--- src/rtl/uart_rx.sv ---
// 8N1 UART receiver: 2-flop input synchronizer, fixed-rate bit timing and a
// single-entry output register with a valid/ready handshake.
module uart_rx #(
  parameter int CLKS_PER_BIT = 104
) (
  input  logic       clk,
  input  logic       reset,
  input  logic       rxd_i,
  output logic [7:0] rx_data_o,
  output logic       rx_valid_o,
  input  logic       rx_ready_i,
  output logic       frame_err_o,
  output logic       overrun_o
);

  localparam int HALF_BIT = CLKS_PER_BIT / 2;
  localparam int CNT_W    = $clog2(CLKS_PER_BIT);

  localparam logic [2:0] IDLE  = 3'd0;
  localparam logic [2:0] START = 3'd1;
  localparam logic [2:0] DATA  = 3'd2;
  localparam logic [2:0] STOP  = 3'd3;
  localparam logic [2:0] BREAK = 3'd4;

  logic             sync_1;
  logic             rxd_s;
  logic [2:0]       state;
  logic [CNT_W-1:0] cnt;
  logic [2:0]       idx;
  logic [7:0]       shift;
  logic             half_hit;
  logic             bit_hit;
  logic             stop_ok;
  logic             stop_bad;

  assign half_hit = (cnt == CNT_W'(HALF_BIT - 1));
  assign bit_hit  = (cnt == CNT_W'(CLKS_PER_BIT - 1));
  assign stop_ok  = (state == STOP) && bit_hit && rxd_s;
  assign stop_bad = (state == STOP) && bit_hit && !rxd_s;

  // Synchronizer resets to the idle-high line level so reset never looks like a start bit.
  always_ff @(posedge clk or posedge reset) begin
    if (reset) begin
      sync_1 <= 1'b1;
      rxd_s  <= 1'b1;
    end else begin
      sync_1 <= rxd_i;
      rxd_s  <= sync_1;
    end
  end

  always_ff @(posedge clk or posedge reset) begin
    if (reset) begin
      state <= IDLE;
      cnt   <= '0;
      idx   <= '0;
      shift <= '0;
    end else begin
      case (state)
        IDLE: begin
          if (!rxd_s) begin
            state <= START;
            cnt   <= '0;
          end
        end
        START: begin
          if (half_hit) begin
            cnt   <= '0;
            idx   <= '0;
            state <= rxd_s ? IDLE : DATA;
          end else begin
            cnt <= cnt + CNT_W'(1);
          end
        end
        DATA: begin
          if (bit_hit) begin
            cnt   <= '0;
            shift <= {rxd_s, shift[7:1]};
            if (idx == 3'd7) state <= STOP;
            else             idx   <= idx + 3'd1;
          end else begin
            cnt <= cnt + CNT_W'(1);
          end
        end
        STOP: begin
          if (bit_hit) begin
            cnt   <= '0;
            state <= rxd_s ? IDLE : BREAK;
          end else begin
            cnt <= cnt + CNT_W'(1);
          end
        end
        // A line held low after a bad stop bit must go high before a new start is accepted.
        BREAK: begin
          if (rxd_s) state <= IDLE;
        end
        default: begin
          state <= IDLE;
          cnt   <= '0;
        end
      endcase
    end
  end

  always_ff @(posedge clk or posedge reset) begin
    if (reset) begin
      rx_data_o   <= 8'h00;
      rx_valid_o  <= 1'b0;
      frame_err_o <= 1'b0;
      overrun_o   <= 1'b0;
    end else begin
      frame_err_o <= stop_bad;
      overrun_o   <= 1'b0;
      if (rx_valid_o && rx_ready_i) rx_valid_o <= 1'b0;
      // A byte arriving on the same edge as a transfer replaces the consumed one.
      if (stop_ok) begin
        if (!rx_valid_o || rx_ready_i) begin
          rx_data_o  <= shift;
          rx_valid_o <= 1'b1;
        end else begin
          overrun_o <= 1'b1;
        end
      end
    end
  end

endmodule
--- config.mk ---
export PLATFORM = sky130hd
export DESIGN_NAME = uart_rx
export DESIGN_NICKNAME = d
export VERILOG_FILES = /design/src/rtl/uart_rx.sv
export SDC_FILE = /design/constraint.sdc
export NUM_CORES = 1
export LEC_CHECK = 0
export CAP_MARGIN = 0
export CORE_AREA = 2 2 76 78
export DETAILED_ROUTE_END_ITERATION = 7
export DIE_AREA = 0 0 78 80
export PLACE_DENSITY = 0.54
export SLEW_MARGIN = 20
export SYNTH_ARGS = -nofsm -noshare
export SYNTH_HDL_FRONTEND = slang
export SYNTH_SLANG_ARGS = --single-unit
--- constraint.sdc ---
create_clock -name clk -period 1.8 [get_ports clk]
set_input_delay 0.18 -clock clk [delete_from_list [all_inputs] [get_ports clk]]
set_output_delay 0.18 -clock clk [all_outputs]
set_load 0.005 [all_outputs]
After elaboration in Yosys (flattened, before gate mapping). Cells that the tools add are included.

ROM bits: 0. Memories kept: 0. Output and inout port bits: 11. RAM bits: 0. Register bits: 34. Logic and storage cells: 64. Input bits: 4. Bits in latches: 0.

Eq/ne operators: 14. Mux-type cells: 22. Divide/modulo/power cells: 0. Bitwise logic cells: 1. Multipliers: 0. Shift-type cells: 0. $lt $le $gt $ge: 0. Add/subtract/negate cells: 2. Reductions and logical operators: 15.

Operator list (number): $mux W3 (10); $pmux W7 S4 (1); $mux W7 (3); $pmux W3 S5 (1); $ne A2 B2 Y1 const B (7); $add A7 B1 Y7 const B (1); $eq A7 B6 Y1 const B (1); $eq A7 B7 Y1 const B (1); $eq A3 B2 Y1 const B (2); $eq A3 B3 Y1 const B (2); $pmux W3 S2 (1); $reduce_and A2 Y1 (3); $reduce_and A6 Y1 (1); $mux W1 (5); $logic_and A1 B1 Y1 (4); $reduce_and A4 Y1 (1); $add A3 B1 Y3 const B (1); $eq A3 B1 Y1 const B (1); $logic_not A3 Y1 (1); $logic_not A1 Y1 (2); $mux W2 (1); $reduce_bool A2 Y1 (1); $reduce_or A2 Y1 (1); $logic_or A1 B1 Y1 (1); $not A1 Y1 (1).

Logic depth before layout (Yosys ltp). Gate-level depths: netlist of run 1.

Depth in word-level cells: 4. Gate-level depth with buffers: 6. Mapped depth without buffers: 6.

Least setup slack after synthesis of run 1. No wires, ideal clock.

Path type: register -> register. Start: register cnt[0]. End: register rx_data_o[0]. Stages on the path, launching flop included: 7. Slack: -13 ps. Arrival time: 1689 ps. Library setup time: 125 ps. Period minus slack after synthesis: 1813 ps. Cell sequence: dfrtp_1 -> ha_1 -> and3b_1 -> buf_6 -> nand4_4 -> nor3b_4 -> mux2_2.

Cells in the longest elaborated chain, start to end: 4.

RTL lines: start: declaration (line 28) `logic [CNT_W-1:0] cnt;`; start signal: assignment (line 72) `cnt <= cnt + CNT_W'(1);`; start signal: assignment (line 82) `cnt <= cnt + CNT_W'(1);`; start signal: assignment (line 90) `cnt <= cnt + CNT_W'(1);`; $eq A7 B7 Y1 (line 37) `assign bit_hit = (cnt == CNT_W'(CLKS_PER_BIT - 1));`; $logic_and A1 B1 Y1 (2 in series) (line 38) `assign stop_ok = (state == STOP) && bit_hit && rxd_s;`; $reduce_and A2 Y1 (no source line); end signal: assignment (line 118) `rx_data_o <= shift;`; end: declaration (line 9) `output logic [7:0] rx_data_o,`.

No other way between the ends. A chain may end at the register's enable or synchronous reset.

Final worst setup path of run 1.
Start: register cnt[1]. End: register rx_data_o[3].

The elaborated chain is that of the path after synthesis.

==> qor.yml, run 1 <==
grt_remaining_overflow: 0
num_io_pins: 15
synth_edf_count: 0
dieHeight_microns: 80
tightestPinTransition_ns: 0.494
syn_area_per_cell_sq_um: 12.1
start_util_pct: 29.0
core_area_sq_um: 5410
final_nets: 170
num_antenna_cells: 0
yosys_warnings: 0
power.leakage_nw: 0.973
clkSlewWorstSetupHoldPaths_ns: 0.07
worstSetupStartpointType: "flip-flop"
synthTopCellsByCount: "dfrtp_1 (32), mux2_2 (17), nor2_1 (8), o21ai_0 (8), nand2_1 (7)"
grt_pass1_vias: 1195
antenna_found_initial: 0
clk-insertion-delay-late_ns: 0.29
final_antenna_net_count: 0
design.die.area_sq_um: 6240
crit_chain: "ha_2, and3b_2, nand4_4, nor3b_4, buf_12, mux2_2"
vias: 1091
post_dp_cell_area_sq_um: 1920
synth_nets: 137
syn_area_sq_um: 1570
relSlewSlack_pct: 67.0
cap_violations: 0
critPathSlowestCell: "dfrtp_1"
cts_buffer_depth: 2
r2r_start: "cnt[1]$_DFFE_PP0P_"
syn_inst: 130
synth-async-reset-ratio_pct: 100
holdBufCountCts: 0
ir_drop_v: 0.000502
end_kind: "flip-flop"
fillers: 540
via_per_inst: 4.62
rr_endpoint: "rx_data_o[3]$_DFFE_PP0P_"
grt_usage_pct: 11.4
fin_skew_ns: 0.00265
drt_iter0_drc: 83
rrSetupSlack_ns: 0.05
grt_pass1_wl_mm: 5.58
hold_viol_final: 0
htree_levels: 2
io_buffers: 14
syn2layout_area_growth_pct: 33.0
synth_flop_cell: "dfrtp_1"
fin_crit_sh_pct: 97.0
wl_per_cell_microns: 13.6
stdcell_area_sq_um: 2080
max_freq_mhz: 573
whs_ns: 0.212
die-width_microns: 78
cts_tree: "yes"
synth.most_common_cell: "dfrtp_1"
outcome: "completed"
path_max_fanout: 8
dp_hpwl_mm: 2.35
first_pass_iters: 4
num_rows: 27
slew_viol_final: 0
crit_type: "reg -> reg"
fin_util_pct: 38.5
cts.root.buffer_cell: "clkbuf_8"
drc: 0
layout_setup_ws_ns: 0.0535
synthTopCellsByArea: "dfrtp_1 (51%), mux2_2 (12%), dfstp_2 (3.4%)"
drive_gt1_share_pct: 32.3
worst_path_largest_cell_delay_ns: 0.38
rsz0062_at_grt: "yes"
cts_sinks: 34
worstPathRequired_ns: 1.97
worstRegToRegCells: 6
cts_made_buffers: 5
synth_top_cell_area_share_pct: 51.1
dpl_worst_slack_ns: 0.0250
synth_largest_area_cell: "dfrtp_1"
routed_wl_mm: 3.22
power_density_nw_per_um2: 794
total_power_mw: 1.65
hold_path.class: "in -> async"
finalSetupViolations: 0
fin_crit_ns: 1.75
synth_cell_type_count: 42
cp.arrival_ns: 1.92
place.gp.congestion: 0.822
ys_seq_area_share_pct: 54.5
synth_seq_cells: 34
grt_max_degree: 24
critical path: cells and delay by family (launching register included):
family / cells / cell delay [ns]
fa+ha+maj: 1 / 0.18
buf+inv: 1 / 0.15
flops: 1 / 0.38
mux: 1 / 0.33
simple gates: 3 / 0.59
cells by family (layout without fill, tap and decap cells):
logic type | after synthesis | in the layout | synth area share, %
flip-flops | 34 | 34 | 54.5
AO/OA/AOI/OAI | 26 | 26 | 11.3
AND/OR/NAND/NOR | 35 | 35 | 14.1
XOR/XNOR | 4 | 4 | 2.24
multiplexers | 17 | 17 | 12.2
adder cells (fa/ha/maj) | 3 | 3 | 2.40
buffers and inverters | 11 | 45 | 3.27
cells in the final DEF, fill, tap and decap left out, types with 2 or more instances in the layout:
master,count
buf_12,3
clkbuf_8,5
nor2_1,8
bufinv_16,2
o2111ai_1,2
a22o_1,2
o21ai_0,8
mux2_2,16
ha_1,2
nand3_1,3
dfstp_2,2
buf_4,15
nand2b_1,2
xor2_1,3
nor3_1,2
and3_1,2
inv_1,5
a21oi_1,4
dfrtp_1,31
clkdlybuf4s50_1,14
nand2_1,7
timing repair:
item	in CTS	in global routing
endpoints found under the setup margin	0	17
setup buffers	0	2
gates resized for setup	0	4
power by group:
part	switching, mW	internal [mW]	leakage, nW
registers	0.00137	0.767	0.452
clock network	0.299	0.555	0.0683
logic	0.0192	0.0122	0.453
per-layer routing:
metal	GRT usage, %	routed length (microns)	up-vias
met3	3.05	111	5
li1	-	-	532
met1	14.9	1490	535
met5	0	0	-
met2	17.9	1570	19
met4	4.74	42	0
sequential cells by signal (all words and copies together) (netlist names):
name	count
sync_1	1
rx_valid_o	1
rxd_s	1
frame_err_o	1
cnt	7
shift	8
idx	3
rx_data_o	8
state	3
overrun_o	1
metrics by stage:
| stage | setup TNS, ns | cells |
|---|---|---|
| global placement | 0 | 226 |
| finish | 0 | 236 |
| detailed placement | 0 | 226 |
| CTS | 0 | 234 |
| global route | -0.0712 | 236 |
| floorplan | 0 | 130 |
worst max-delay path by stage:
stage | start | to | slack [ns] | cells after the start
6_report | cnt[1]$_DFFE_PP0P_ | rx_data_o[3]$_DFFE_PP0P_ | 0.05 | 6
5_1_grt | cnt[1]$_DFFE_PP0P_ | rx_data_o[2]$_DFFE_PP0P_ | -0.02 | 6
4_1_cts | cnt[1]$_DFFE_PP0P_ | rx_data_o[1]$_DFFE_PP0P_ | 0.005 | 6
3_5_place_dp | cnt[1]$_DFFE_PP0P_ | rx_data_o[1]$_DFFE_PP0P_ | 0.03 | 6
3_3_place_gp | cnt[1]$_DFFE_PP0P_ | rx_data_o[7]$_DFFE_PP0P_ | 0.07 | 6
2_1_floorplan | cnt[0]$_DFFE_PP0P_ | rx_data_o[0]$_DFFE_PP0P_ | 0.005 | 6
area by class of cell:
cell class                 instances  area (sq um)  area share, %
sequential                        34           855           41.0
multi-input combinational         85           669           32.1
timing repair buffer              32           313           15.0
tap                               72          90.1           4.32
clock buffer                       5          68.8           3.30
clock inverter                     3          68.8           3.30
inverter                           5          18.8          0.901
No activity file was read; power rests on OpenSTA's default activity.
==> run 2: changes to the inputs <==
Settings changed: CTS_BUF_LIST set to sky130_fd_sc_hd__clkbuf_16.
==> run 2 against run 1 <==
Setup slack better by 0.0042 ns. Count of clock-buffer cells in the layout unchanged. Die area is the same.
==> qor.yml, run 2 (synthesis gave the netlist of run 1 again) <==
hold_path.class: "in -> async"
grt_usage_pct: 11.4
fin_skew_ns: 0.00412
core_area_sq_um: 5410
tightestPinTransition_ns: 0.488
crit_type: "reg -> reg"
end_kind: "flip-flop"
drt_iter0_drc: 105
path_max_fanout: 8
cts_sinks: 34
drc: 0
wl_per_cell_microns: 13.6
htree_levels: 2
num_rows: 27
syn2layout_area_growth_pct: 36.0
clk-insertion-delay-late_ns: 0.28
holdBufCountCts: 0
dp_cells: 226
total_power_mw: 1.92
reg.largest.list: "rx_data_o x8, shift x8, cnt x7"
dieHeight_microns: 80
die-width_microns: 78
final_antenna_net_count: 0
first_pass_iters: 4
routed_wl_mm: 3.20
tns_ns: 0
mostFrequentLayoutCells: "dfrtp_1 (32), mux2_2 (16), clkdlybuf4s50_1 (14), buf_4 (14)"
antenna_found_initial: 0
num_io_pins: 15
finalSetupViolations: 0
drive_gt1_share_pct: 31.3
outcome: "completed"
fin_cells: 235
cts_tree: "yes"
place.gp.congestion: 0.822
num_antenna_cells: 0
power.leakage_nw: 0.996
slew_viol_final: 0
cts_buffer_depth: 2
final_nets: 169
grt_pass1_vias: 1192
ir_drop_v: 0.000805
worstPathRequired_ns: 1.96
cts_made_buffers: 5
cap_violations: 0
hold_viol_final: 0
design.die.area_sq_um: 6240
dp_hpwl_mm: 2.35
fin_crit_ns: 1.74
vias: 1104
power_density_nw_per_um2: 900
via_per_inst: 4.70
cts.root.buffer_cell: "clkbuf_16"
cp.arrival_ns: 1.90
grt_pass1_wl_mm: 5.61
fin_util_pct: 39.4
rsz0062_at_grt: "yes"
start_util_pct: 29.0
worstSetupStartpointType: "flip-flop"
clkSlewWorstSetupHoldPaths_ns: 0.06
grt_remaining_overflow: 0
final_common_cell: "dfrtp_1"
fillers: 531
fin_crit_sh_pct: 96.8
max_freq_mhz: 574
io_buffers: 14
grt_max_degree: 24
relSlewSlack_pct: 67.4
run 2: changes by cell type in the layout (fill, tap and decap cells not counted):
cell | before | now
clkbuf_16 | 0 | 5
clkbuf_8 | 5 | 0
buf_4 | 15 | 14
dfrtp_1 | 31 | 32
dfrtp_2 | 1 | 0
run 2: layout make-up:
type	count	area (sq um)	share of cell area [%]
timing repair buffer	31	305	14.3
clock buffer	5	125	5.87
tap	72	90.1	4.23
clock inverter	3	68.8	3.23
sequential	34	853	40.0
inverter	5	18.8	0.881
multi-input combinational	85	669	31.4
run 2: metrics by stage:
stage | cell area [sq um] | hold WS (ns) | setup WS (ns)
after detailed placement | 1920 | 0.351 | 0.0250
after global routing | 2130 | 0.276 | -0.0199
after CTS | 2120 | 0.242 | 0.0109
after global placement | 1920 | 0.346 | 0.0738
after floorplan | 1570 | 0.184 | 0.00535
final | 2130 | 0.224 | 0.0577
run 2: critical path: stages, from the launching register on:
cell	delay (ns)
dfrtp_1	0.37
ha_2	0.18
and3b_2	0.24
nand4_4	0.10
nor3b_4	0.24
buf_12	0.15
mux2_2	0.33
run 2: what timing repair did:
action                                  4_1_cts  5_1_grt
endpoints found under the setup margin        0       17
gates resized for setup                       0        3
setup buffers                                 0        1
run 2: report_power, final:
group          switching, mW  leakage (nW)  internal [mW]
clock network          0.320        0.0940          0.795
registers            0.00139         0.453          0.769
logic                 0.0190         0.449         0.0122
run 2: routing by layer:
layer / routed length [microns] / part of all wire, % / GRT usage, %
met2: 1560 / 49 / 18.1
met3: 91 / 2.8 / 3.39
met5: 0 / 0 / 0
met1: 1520 / 47 / 15.0
met4: 36 / 1.1 / 3.68
run 2: worst paths after layout:
kind | from | to | slack, ns | depth (start not counted)
worst max-delay path | cnt[1]$_DFFE_PP0P_ | rx_data_o[3]$_DFFE_PP0P_ | 0.06 | 6
worst min-delay path | reset | shift[3]$_DFFE_PP0P_ | 0.22 | 2
worst max register to register | cnt[1]$_DFFE_PP0P_ | rx_data_o[3]$_DFFE_PP0P_ | 0.06 | 6
worst min register to register | sync_1$_DFF_PP1_ | rxd_s$_DFF_PP1_ | 0.36 | 0
max in group asynchronous | reset | state[2]$_DFFE_PP0P_ | 1.08 | 3
min in group clk | rxd_i | sync_1$_DFF_PP1_ | 0.31 | 1
